## config.mk

```make
export PLATFORM = sky130hd
export DESIGN_NAME = imem_loader
export DESIGN_NICKNAME = d
export VERILOG_FILES = /design/src/rtl/imem_loader_pkg.sv /design/src/rtl/byte_word_packer.sv /design/src/rtl/imem_loader.sv
export SDC_FILE = /design/constraint.sdc
export NUM_CORES = 1
export LEC_CHECK = 0
export ABC_AREA = 1
export ABC_CLOCK_PERIOD_IN_PS = 4400
export CORE_MARGIN = 2
export CORE_UTILIZATION = 51
export CTS_CLUSTER_SIZE = 28
export DETAILED_ROUTE_END_ITERATION = 6
export PLACE_DENSITY = 0.95
export SETUP_SLACK_MARGIN = 0.3
export SLEW_MARGIN = 20
export SYNTH_ARGS = -nofsm -noshare
export SYNTH_HDL_FRONTEND = slang
export SYNTH_SLANG_ARGS = --single-unit
```

## constraint.sdc

```tcl
create_clock -name clk -period 4.4 [get_ports clk]
set_clock_uncertainty 0.1 [all_clocks]
set_input_delay 0.44 -clock clk [delete_from_list [all_inputs] [get_ports clk]]
set_output_delay 0.44 -clock clk [all_outputs]
set_load 0.005 [all_outputs]
```

## src/rtl/imem_loader_pkg.sv

```systemverilog
// Shared types for the boot-time instruction memory loader: FSM states and
// the registered control-output bundle decoded from each state.
package imem_loader_pkg;

   typedef enum logic [2:0] {
      IDLE  = 3'd0,
      RECV  = 3'd1,
      WRITE = 3'd2,
      DONE  = 3'd3,
      ERROR = 3'd4
   } state_t;

   localparam int BYTES_PER_WORD = 4;
   localparam int BYTE_W         = 8;

   typedef struct packed {
      logic byte_ready;
      logic mem_we;
      logic core_rst;
      logic busy;
      logic done;
      logic error;
   } ctrl_t;

   // Moore decode; registered together with the state so outputs switch with it.
   function automatic ctrl_t decode_state(input state_t s);
      ctrl_t c;
      c          = '0;
      c.core_rst = 1'b1;
      case (s)
         RECV: begin
            c.byte_ready = 1'b1;
            c.busy       = 1'b1;
         end
         WRITE: begin
            c.mem_we = 1'b1;
            c.busy   = 1'b1;
         end
         DONE: begin
            c.core_rst = 1'b0;
            c.done     = 1'b1;
         end
         ERROR: c.error = 1'b1;
         default: ;
      endcase
      return c;
   endfunction

endpackage

```

## src/rtl/byte_word_packer.sv

```systemverilog
// Little-endian byte-to-word assembler: bytes land in lanes 0..3 as accepted.
// Zero latency on the completion flag; no backpressure of its own.
module byte_word_packer
   import imem_loader_pkg::*;
(
   input  logic                             clk,
   input  logic                             rst,
   input  logic                             i_clr,
   input  logic                             i_byte_vld,
   input  logic [BYTE_W-1:0]                i_byte_dat,
   output logic [BYTES_PER_WORD*BYTE_W-1:0] o_word,
   output logic                             o_word_complete
);

   localparam int CNT_W = $clog2(BYTES_PER_WORD);

   logic [CNT_W-1:0]                 r_byte_cnt;
   logic [BYTES_PER_WORD*BYTE_W-1:0] r_word;

   always_ff @(posedge clk or posedge rst) begin
      if (rst) begin
         r_byte_cnt <= '0;
         r_word     <= '0;
      end else if (i_clr) begin
         r_byte_cnt <= '0;
         r_word     <= '0;
      end else if (i_byte_vld) begin
         r_word[BYTE_W*r_byte_cnt +: BYTE_W] <= i_byte_dat;
         // Counter wraps to 0 after the last lane, ready for the next word.
         r_byte_cnt <= r_byte_cnt + CNT_W'(1);
      end
   end

   assign o_word          = r_word;
   assign o_word_complete = i_byte_vld && (r_byte_cnt == CNT_W'(BYTES_PER_WORD - 1));

endmodule

```

## src/rtl/imem_loader.sv

```systemverilog
// Boot loader: streams bytes into imem words at 0,4,8,... and holds core reset until done.
// One WRITE cycle after each 4th byte; byte_ready_o drops in WRITE and outside RECV.
module imem_loader
   import imem_loader_pkg::*;
#(
   parameter int ADDR_WIDTH = 32,
   parameter int DATA_WIDTH = 32,
   parameter int WORD_COUNT = 31,
   parameter int LEN_WIDTH  = $clog2(WORD_COUNT + 1)
) (
   input  logic                  clk,
   input  logic                  rst,
   input  logic                  start_i,
   input  logic [LEN_WIDTH-1:0]  len_i,
   input  logic                  byte_valid_i,
   input  logic [7:0]            byte_data_i,
   output logic                  byte_ready_o,
   output logic                  mem_we_o,
   output logic [ADDR_WIDTH-1:0] mem_waddr_o,
   output logic [DATA_WIDTH-1:0] mem_wdata_o,
   output logic                  core_rst_o,
   output logic                  busy_o,
   output logic                  done_o,
   output logic                  error_o
);

   state_t               r_state;
   ctrl_t                r_ctrl;
   logic [LEN_WIDTH-1:0] r_word_cnt;
   logic [LEN_WIDTH-1:0] r_len;

   logic                                 w_xfer;
   logic                                 w_word_complete;
   logic                                 w_len_ok;
   logic                                 w_accept;
   logic [LEN_WIDTH-1:0]                 w_word_cnt_nxt;
   logic [BYTES_PER_WORD*BYTE_W-1:0]     w_word;

   assign w_xfer         = byte_valid_i && r_ctrl.byte_ready;
   assign w_len_ok       = (len_i != '0) && (int'(len_i) <= WORD_COUNT);
   assign w_accept       = start_i && (r_state == IDLE || r_state == DONE || r_state == ERROR);
   assign w_word_cnt_nxt = r_word_cnt + LEN_WIDTH'(1);

   byte_word_packer u_packer (
      .clk             (clk),
      .rst             (rst),
      .i_clr           (w_accept && w_len_ok),
      .i_byte_vld      (w_xfer),
      .i_byte_dat      (byte_data_i),
      .o_word          (w_word),
      .o_word_complete (w_word_complete)
   );

   always_ff @(posedge clk or posedge rst) begin
      if (rst) begin
         r_state    <= IDLE;
         r_ctrl     <= decode_state(IDLE);
         r_word_cnt <= '0;
         r_len      <= '0;
      end else begin
         case (r_state)
            IDLE, DONE, ERROR: begin
               // start_i outranks any byte offered in the same cycle; no byte is taken here.
               if (start_i) begin
                  if (w_len_ok) begin
                     r_state    <= RECV;
                     r_ctrl     <= decode_state(RECV);
                     r_len      <= len_i;
                     r_word_cnt <= '0;
                  end else begin
                     r_state <= ERROR;
                     r_ctrl  <= decode_state(ERROR);
                  end
               end
            end
            RECV: begin
               if (w_word_complete) begin
                  r_state <= WRITE;
                  r_ctrl  <= decode_state(WRITE);
               end
            end
            WRITE: begin
               r_word_cnt <= w_word_cnt_nxt;
               if (w_word_cnt_nxt == r_len) begin
                  r_state <= DONE;
                  r_ctrl  <= decode_state(DONE);
               end else begin
                  r_state <= RECV;
                  r_ctrl  <= decode_state(RECV);
               end
            end
            default: begin
               r_state <= IDLE;
               r_ctrl  <= decode_state(IDLE);
            end
         endcase
      end
   end

   assign byte_ready_o = r_ctrl.byte_ready;
   assign mem_we_o     = r_ctrl.mem_we;
   assign core_rst_o   = r_ctrl.core_rst;
   assign busy_o       = r_ctrl.busy;
   assign done_o       = r_ctrl.done;
   assign error_o      = r_ctrl.error;

   // The packer is frozen during WRITE (ready low), so address and data stay stable.
   assign mem_waddr_o = ADDR_WIDTH'({r_word_cnt, 2'b00});
   assign mem_wdata_o = DATA_WIDTH'(w_word);

endmodule

```

==> results of run 1 <==
final cells by class:
| type | instances | area, um2 |
|---|---|---|
| Multi-Input combinational cell | 228 | 1140 |
| Sequential cell | 52 | 1300 |
| Fill cell | 465 | 1980 |
| Inverter | 74 | 284 |
| Clock buffer | 8 | 90.1 |
| Timing Repair Buffer | 59 | 591 |
| Tap cell | 72 | 90.1 |
where the power goes:
| group | switching, mW | internal (mW) |
|---|---|---|
| Combinational | 0.443 | 0.306 |
| Sequential | 0.0958 | 0.589 |
| Clock | 0.154 | 0.129 |
placed cells by master (no fill, tap or decap), types with 4 or more instances in the layout:
cell type,netlist,layout
nand2_1,86,86
inv_1,68,67
clkdlybuf4s50_1,0,59
dfrtp_1,51,51
o21ai_0,47,47
conb_1,1,27
nor2_1,11,11
nand3_1,10,10
nand4_1,6,6
ha_1,6,6
clkbuf_8,0,6
o21ai_1,5,5
nand2_2,4,4
inv_2,4,4
stage by stage:
stage / setup slack, ns / hold WS (ns)
2_1_floorplan: 2.60 / 0.353
3_3_place_gp: 2.26 / 0.368
3_5_place_dp: 2.20 / 0.372
4_1_cts: 2.43 / 0.394
5_1_grt: 2.26 / 0.423
6_report: 2.42 / 0.387
final timing paths:
check | start | endpoint | slack (ns) | cells after the start
worst min register to register | done_o | done_o | 0.39 | 2
worst min-delay path | done_o | done_o | 0.39 | 2
worst max-delay path | u_packer.r_byte_cnt[0] | u_packer.o_word[5] | 2.42 | 7
worst max register to register | u_packer.r_byte_cnt[0] | u_packer.o_word[5] | 2.42 | 7
max in group asynchronous | rst | r_len[2] | 3.17 | 2
min in group asynchronous | rst | u_packer.r_byte_cnt[0] | 0.51 | 2
cells by family after synthesis:
| family | Yosys count | synth area share (%) |
|---|---|---|
| buffers and inverters | 106 | 18.0 |
| adders and majority gates | 6 | 2.63 |
| other | 1 | 0.131 |
| DFF | 52 | 45.6 |
| AOI/OAI and AO/OA | 64 | 12.3 |
| and+or+nand+nor | 131 | 21.4 |
per-layer routing:
layer	vias up	GRT usage, %
met4	0	8.45
met3	15	4.20
met5	-	0
met1	1165	26.7
li1	1180	-
met2	110	37.6
registers in the layout, indices dropped and copies added (netlist names):
register	count
u_packer.o_word	32
r_len	5
r_word_cnt	5
r_state	3
u_packer.r_byte_cnt	2
busy_o	1
byte_ready_o	1
core_rst_o	1
done_o	1
mem_we_o	1
worst max-delay path, cell delays in order (launching register included):
cell	delay (ns)
dfrtp_1	0.53
inv_2	0.12
ha_1	0.38
nor3_1	0.24
nand3_2	0.19
o21ai_0	0.21
nand2_1	0.08
inv_1	0.07
==> impl_metrics.csv, run 1 <==
group,metric,value,unit
place,port_buffers,59,
synth,synth_cell_type_count,34,
finish,fin_area,3490,um2
clock_network,h-tree-depth,2,
setup_path,worst_setup_path_start_kind,"register",
timing,fin_tns_setup,0,ns
place,placed_cell_area,3400,um2
finish,layout.nets,443,
power_and_ir_drop,ir_worst_vdd,0.000230,V
synth,syn_area,2860,um2
detailed_routing,dr_wl_met2,3.22,mm
timing,fin_crit_sh,45.0,%
synth,synth_top_cells_by_count,"nand2_1, inv_1, dfrtp_1",
clock_network,cts_tree,"built",
clock_network,ctsResizeCount,0,
floorplanning,start_util,52.2,%
timing,rsz0062_at_grt,"no",
synth,ys.flop_type,"dfrtp_1",
clock_network,cts.clk_slew.worst_paths,0.09,ns
synth,synth_top_area_cell,"dfrtp_1",
power_and_ir_drop,power_density,491,nW/um2
floorplanning,die_area,6220,um2
clock_network,post_cts_buffers,0,
floorplanning,rows,27,
global_routing,grt_use_total,21.7,%
detailed_routing,vias,2470,
synth,synth_area_leaders,"dfrtp_1, nand2_1, inv_1, o21ai_0, buf_4",
timing,fin_crit,1.98,ns
run_status,status,"complete, no violations",
detailed_routing,drt-met1-wl,2.66,mm
power_and_ir_drop,p_total,1.72,mW
timing,setup_viol,0,
finish,fin_util,63.9,%
global_routing,grt_pass1_wl,10.6,mm
clock_network,cts.path.max_buffers,2,
global_routing,gr-total-overflow,0,
setup_path,worstSetupPathType,"reg -> reg",
setup_path,cp_max_fo,9,
place,dp_hpwl,4.68,mm
timing,fmax,0.505,GHz
global_routing,grt_max_degree,53,
clock_network,cts_made_buffers,5,
timing,hold_viol_final,0,
synth,syn_avg_cell_area,7.93,um2
power_and_ir_drop,leakage,1.88,nW
place,placed_cells,485,
timing,slew_viol_final,0,
synth,netlist.area_leader.share,44.7,%
finish,instances_no_fill,493,
floorplanning,top_level_ports,87,
finish,layout-drive-gt1-share,7.13,%
job,max-cap-violations,0,
synth,synth.most_common_cell,"nand2_1",
global_routing,antenna_found_initial,0,
clock_network,cts_root_buffer,"clkbuf_8",
setup_path,required,4.55,ns
synth,ys_warn_count,0,
timing,worstMarginPinSlew,0.886,ns
floorplanning,die_w,78.8,um
clock_network,clock_sinks,52,
synth,synth_edf_count,0,
detailed_routing,routed_via_density,5.01,
detailed_routing,first_pass_iters,4,
floorplanning,core_area,5470,um2
synth,synth.ff_latch_count,52,
clock_network,cts_hold_buffers,0,
detailed_routing,wl_met3,366,um
place,place.gp.congestion,0.899,
min_path,min_path_type,"reg -> reg",
synth,synthArstFlopShare,100,%
setup_path,end_kind,"register",
detailed_routing,wl_per_cell,12.9,um
clock_network,clk_latency,0.31,ns
finish,n_antenna_cell,0,
synth,synthCells,360,
detailed_routing,top_layer,"met4",
detailed_routing,postRouteAntennaNets,0,
detailed_routing,drc_errors,0,
synth,seq_area_frac_synth,45.6,%
detailed_routing,initialDrtViolationCount,122,
setup_path,critPathArrivalTime,2.13,ns
detailed_routing,wl,6.37,mm
timing,slew-limit-headroom,40.9,%
finish,syn_to_final_growth,22.3,%
floorplanning,die_height,78.8,um
global_routing,grt_pass1_vias,2388,
Note: power is estimated with default switching activity, not from simulation.
==> run 2: changes to the inputs <==
--- a/config.mk
+++ b/config.mk
@@ -6,12 +6,12 @@
 export NUM_CORES = 1
 export LEC_CHECK = 0
 export ABC_AREA = 1
-export ABC_CLOCK_PERIOD_IN_PS = 4400
+export ABC_CLOCK_PERIOD_IN_PS = 1850
 export CORE_MARGIN = 2
-export CORE_UTILIZATION = 51
+export CORE_UTILIZATION = 47
 export CTS_CLUSTER_SIZE = 28
 export DETAILED_ROUTE_END_ITERATION = 6
-export PLACE_DENSITY = 0.95
+export PLACE_DENSITY = 0.92
 export SETUP_SLACK_MARGIN = 0.3
 export SLEW_MARGIN = 20
 export SYNTH_ARGS = -nofsm -noshare
==> constraint.sdc (replaced) <==
create_clock -name clk -period 1.85 [get_ports clk]
set_clock_uncertainty 0.1 [all_clocks]
set_input_delay 0.185 -clock clk [delete_from_list [all_inputs] [get_ports clk]]
set_output_delay 0.185 -clock clk [all_outputs]
set_load 0.005 [all_outputs]
==> run 2 against run 1 <==
  * Register-to-register slack got worse by 2.2 ns
  * Non-clock buffer count increased by 22
  * Maximum frequency increased by 21%
  * Largest power group unchanged
  * Largest cell class unchanged
  * Via count increased by 6.6%
  * Wire length increased by 17%
  * Design area increased by 11%
  * Combinational power increased to 3.4 times the previous value
==> impl_metrics.csv, run 2 (synthesis gave the netlist of run 1 again) <==
group,metric,value,unit
timing,hold_viol_final,0,
finish,layout.nets,466,
floorplanning,core_area,5890,um2
place,dp_hpwl,4.93,mm
detailed_routing,first_pass_iters,4,
global_routing,grt_pass1_wl,11.1,mm
setup_path,r2r_start,"u_packer.r_byte_cnt[0]",
clock_network,clock_sinks,52,
finish,n_antenna_cell,0,
power_and_ir_drop,p_int,2.86,mW
detailed_routing,wl_per_cell,14.4,um
finish,largest_register_ff_count,32,
timing,fmax,0.610,GHz
floorplanning,start_util,48.5,%
power_and_ir_drop,power_switching,2.03,mW
global_routing,gr-total-overflow,0,
detailed_routing,postRouteAntennaNets,0,
power_and_ir_drop,p_seq_share,33.6,%
power_and_ir_drop,p_total,4.90,mW
floorplanning,die_height,82.0,um
finish,syn_to_final_growth,36.0,%
floorplanning,die_w,82.0,um
finish,layout_commonest_cell,"nand2_1",
place,place.gp.congestion,0.925,
clock_network,cts.path.max_buffers,2,
setup_path,end_kind,"register",
min_path,min_path_type,"in -> async",
clock_network,h-tree-depth,2,
detailed_routing,initialDrtViolationCount,161,
finish,instances_no_fill,519,
finish,layout-drive-gt1-share,19.1,%
detailed_routing,routed_via_density,5.08,
place,port_buffers,59,
setup_path,crit_start,"u_packer.r_byte_cnt[0]",
setup_path,cp_max_fo,6,
timing,fin_crit,1.64,ns
timing,setup_viol,0,
setup_path,critPathArrivalTime,1.79,ns
power_and_ir_drop,pwr-share-clk,14.0,%
power_and_ir_drop,leakage,2.10,nW
global_routing,grt_use_total,21.8,%
power_and_ir_drop,power_density,1260,nW/um2
floorplanning,die_area,6720,um2
power_and_ir_drop,switching_share,41.5,%
detailed_routing,wl,7.48,mm
setup_path,worst_setup_path_start_kind,"register",
floorplanning,top_level_ports,87,
finish,multi_input_area,1290,um2
global_routing,antenna_found_initial,0,
detailed_routing,drc_errors,0,
timing,fin_crit_sh,88.6,%
power_and_ir_drop,ir_worst_vdd,0.000545,V
power_and_ir_drop,comb_power_share,52.4,%
clock_network,cts_hold_buffers,0,
global_routing,grt_pass1_vias,2458,
global_routing,grt_max_degree,53,
floorplanning,rows,28,
timing,slew_viol_final,0,
run_status,status,"complete, no violations",
finish,seqCellArea,1310,um2
timing,fin_tns_setup,0,ns
finish,layout_common_cells,"nand2_1, inv_1, clkdlybuf4s50_1",
timing,rsz0062_at_grt,"yes",
job,max-cap-violations,0,
setup_path,required,2.00,ns
place,placed_cells,493,
clock_network,cts_root_buffer,"clkbuf_8",
clock_network,cts_made_buffers,5,
clock_network,clk_latency,0.31,ns
setup_path,worstSetupPathType,"reg -> reg",
clock_network,cts.clk_slew.worst_paths,0.10,ns
finish,filler_cell_count,468,
clock_network,cts_tree,"built",
detailed_routing,vias,2634,
[run 2: stage by stage]
step                setup slack, ns  util, %  instance area, um2  hold slack, ns
floorplan                     0.301        -                2960           0.140
global placement              0.168     58.9                3470           0.367
detailed placement           0.0965     58.9                3470           0.367
CTS                           0.206     62.7                3690           0.191
global route                  0.116     66.0                3890           0.212
finish                        0.211     66.0                3890           0.172
[run 2: cell type report]
type                            count  area share [%]
Clock buffer                        6            2.12
Sequential cell                    52            33.6
Clock inverter                      2           0.354
Inverter                           74            7.63
Timing Repair Buffer               81            20.7
Tap cell                           75            2.41
Multi-Input combinational cell    229            33.2
[run 2: worst paths after layout]
| path | end | slack [ns] | cells past startpoint |
|---|---|---|---|
| worst max-delay path | core_rst_o | 0.21 | 8 |
| worst min-delay path | u_packer.o_word[8] | 0.17 | 3 |
| worst max register to register | core_rst_o | 0.21 | 8 |
| worst min register to register | mem_we_o | 0.39 | 2 |
| max in group asynchronous | core_rst_o | 1.18 | 3 |
| min in group clk | r_len[4] | 0.34 | 3 |
[run 2: worst max-delay path: stages, from the launching register on]
cell     delay, ns
dfrtp_2       0.48
ha_1          0.25
inv_2         0.10
nor2_4        0.07
o21ai_4       0.19
inv_2         0.08
or2_1         0.21
nand2_1       0.06
inv_1         0.04
[run 2: timing repair]
action                                 4_1_cts  5_1_grt
setup endpoints to repair                   47       51
resized for setup                           34       38
gates cloned                                 0        1
pin swaps                                    8       12
buffers inserted                            10        7
endpoints found under the hold margin        0        0
[run 2: metal layers]
metal	up-vias	share of wire, %	track usage (%)
li1	1232	-	-
met1	1260	37	25.7
met2	119	53	38.2
met3	23	7.3	5.49
met4	0	2.5	8.00
met5	-	0	0
[run 2: power by group through the flow]
| stage | clock network [mW] | logic [mW] | registers, mW |
|---|---|---|---|
| floorplan | 0 | 1.22 | 1.62 |
| global placement | 0 | 1.80 | 1.64 |
| detailed placement | 0 | 1.86 | 1.65 |
| CTS | 0.706 | 2.15 | 1.62 |
| global route | 0.745 | 2.82 | 1.67 |
| finish | 0.686 | 2.57 | 1.64 |
==> run 3: changes to the inputs <==
--- a/config.mk
+++ b/config.mk
@@ -9,6 +9,7 @@
 export ABC_CLOCK_PERIOD_IN_PS = 1850
 export CORE_MARGIN = 2
 export CORE_UTILIZATION = 47
+export CTS_CLUSTER_DIAMETER = 60
 export CTS_CLUSTER_SIZE = 28
 export DETAILED_ROUTE_END_ITERATION = 6
 export PLACE_DENSITY = 0.92
==> results of run 3 <==
Final layout, timing and power as in run 2 (identical DEF).
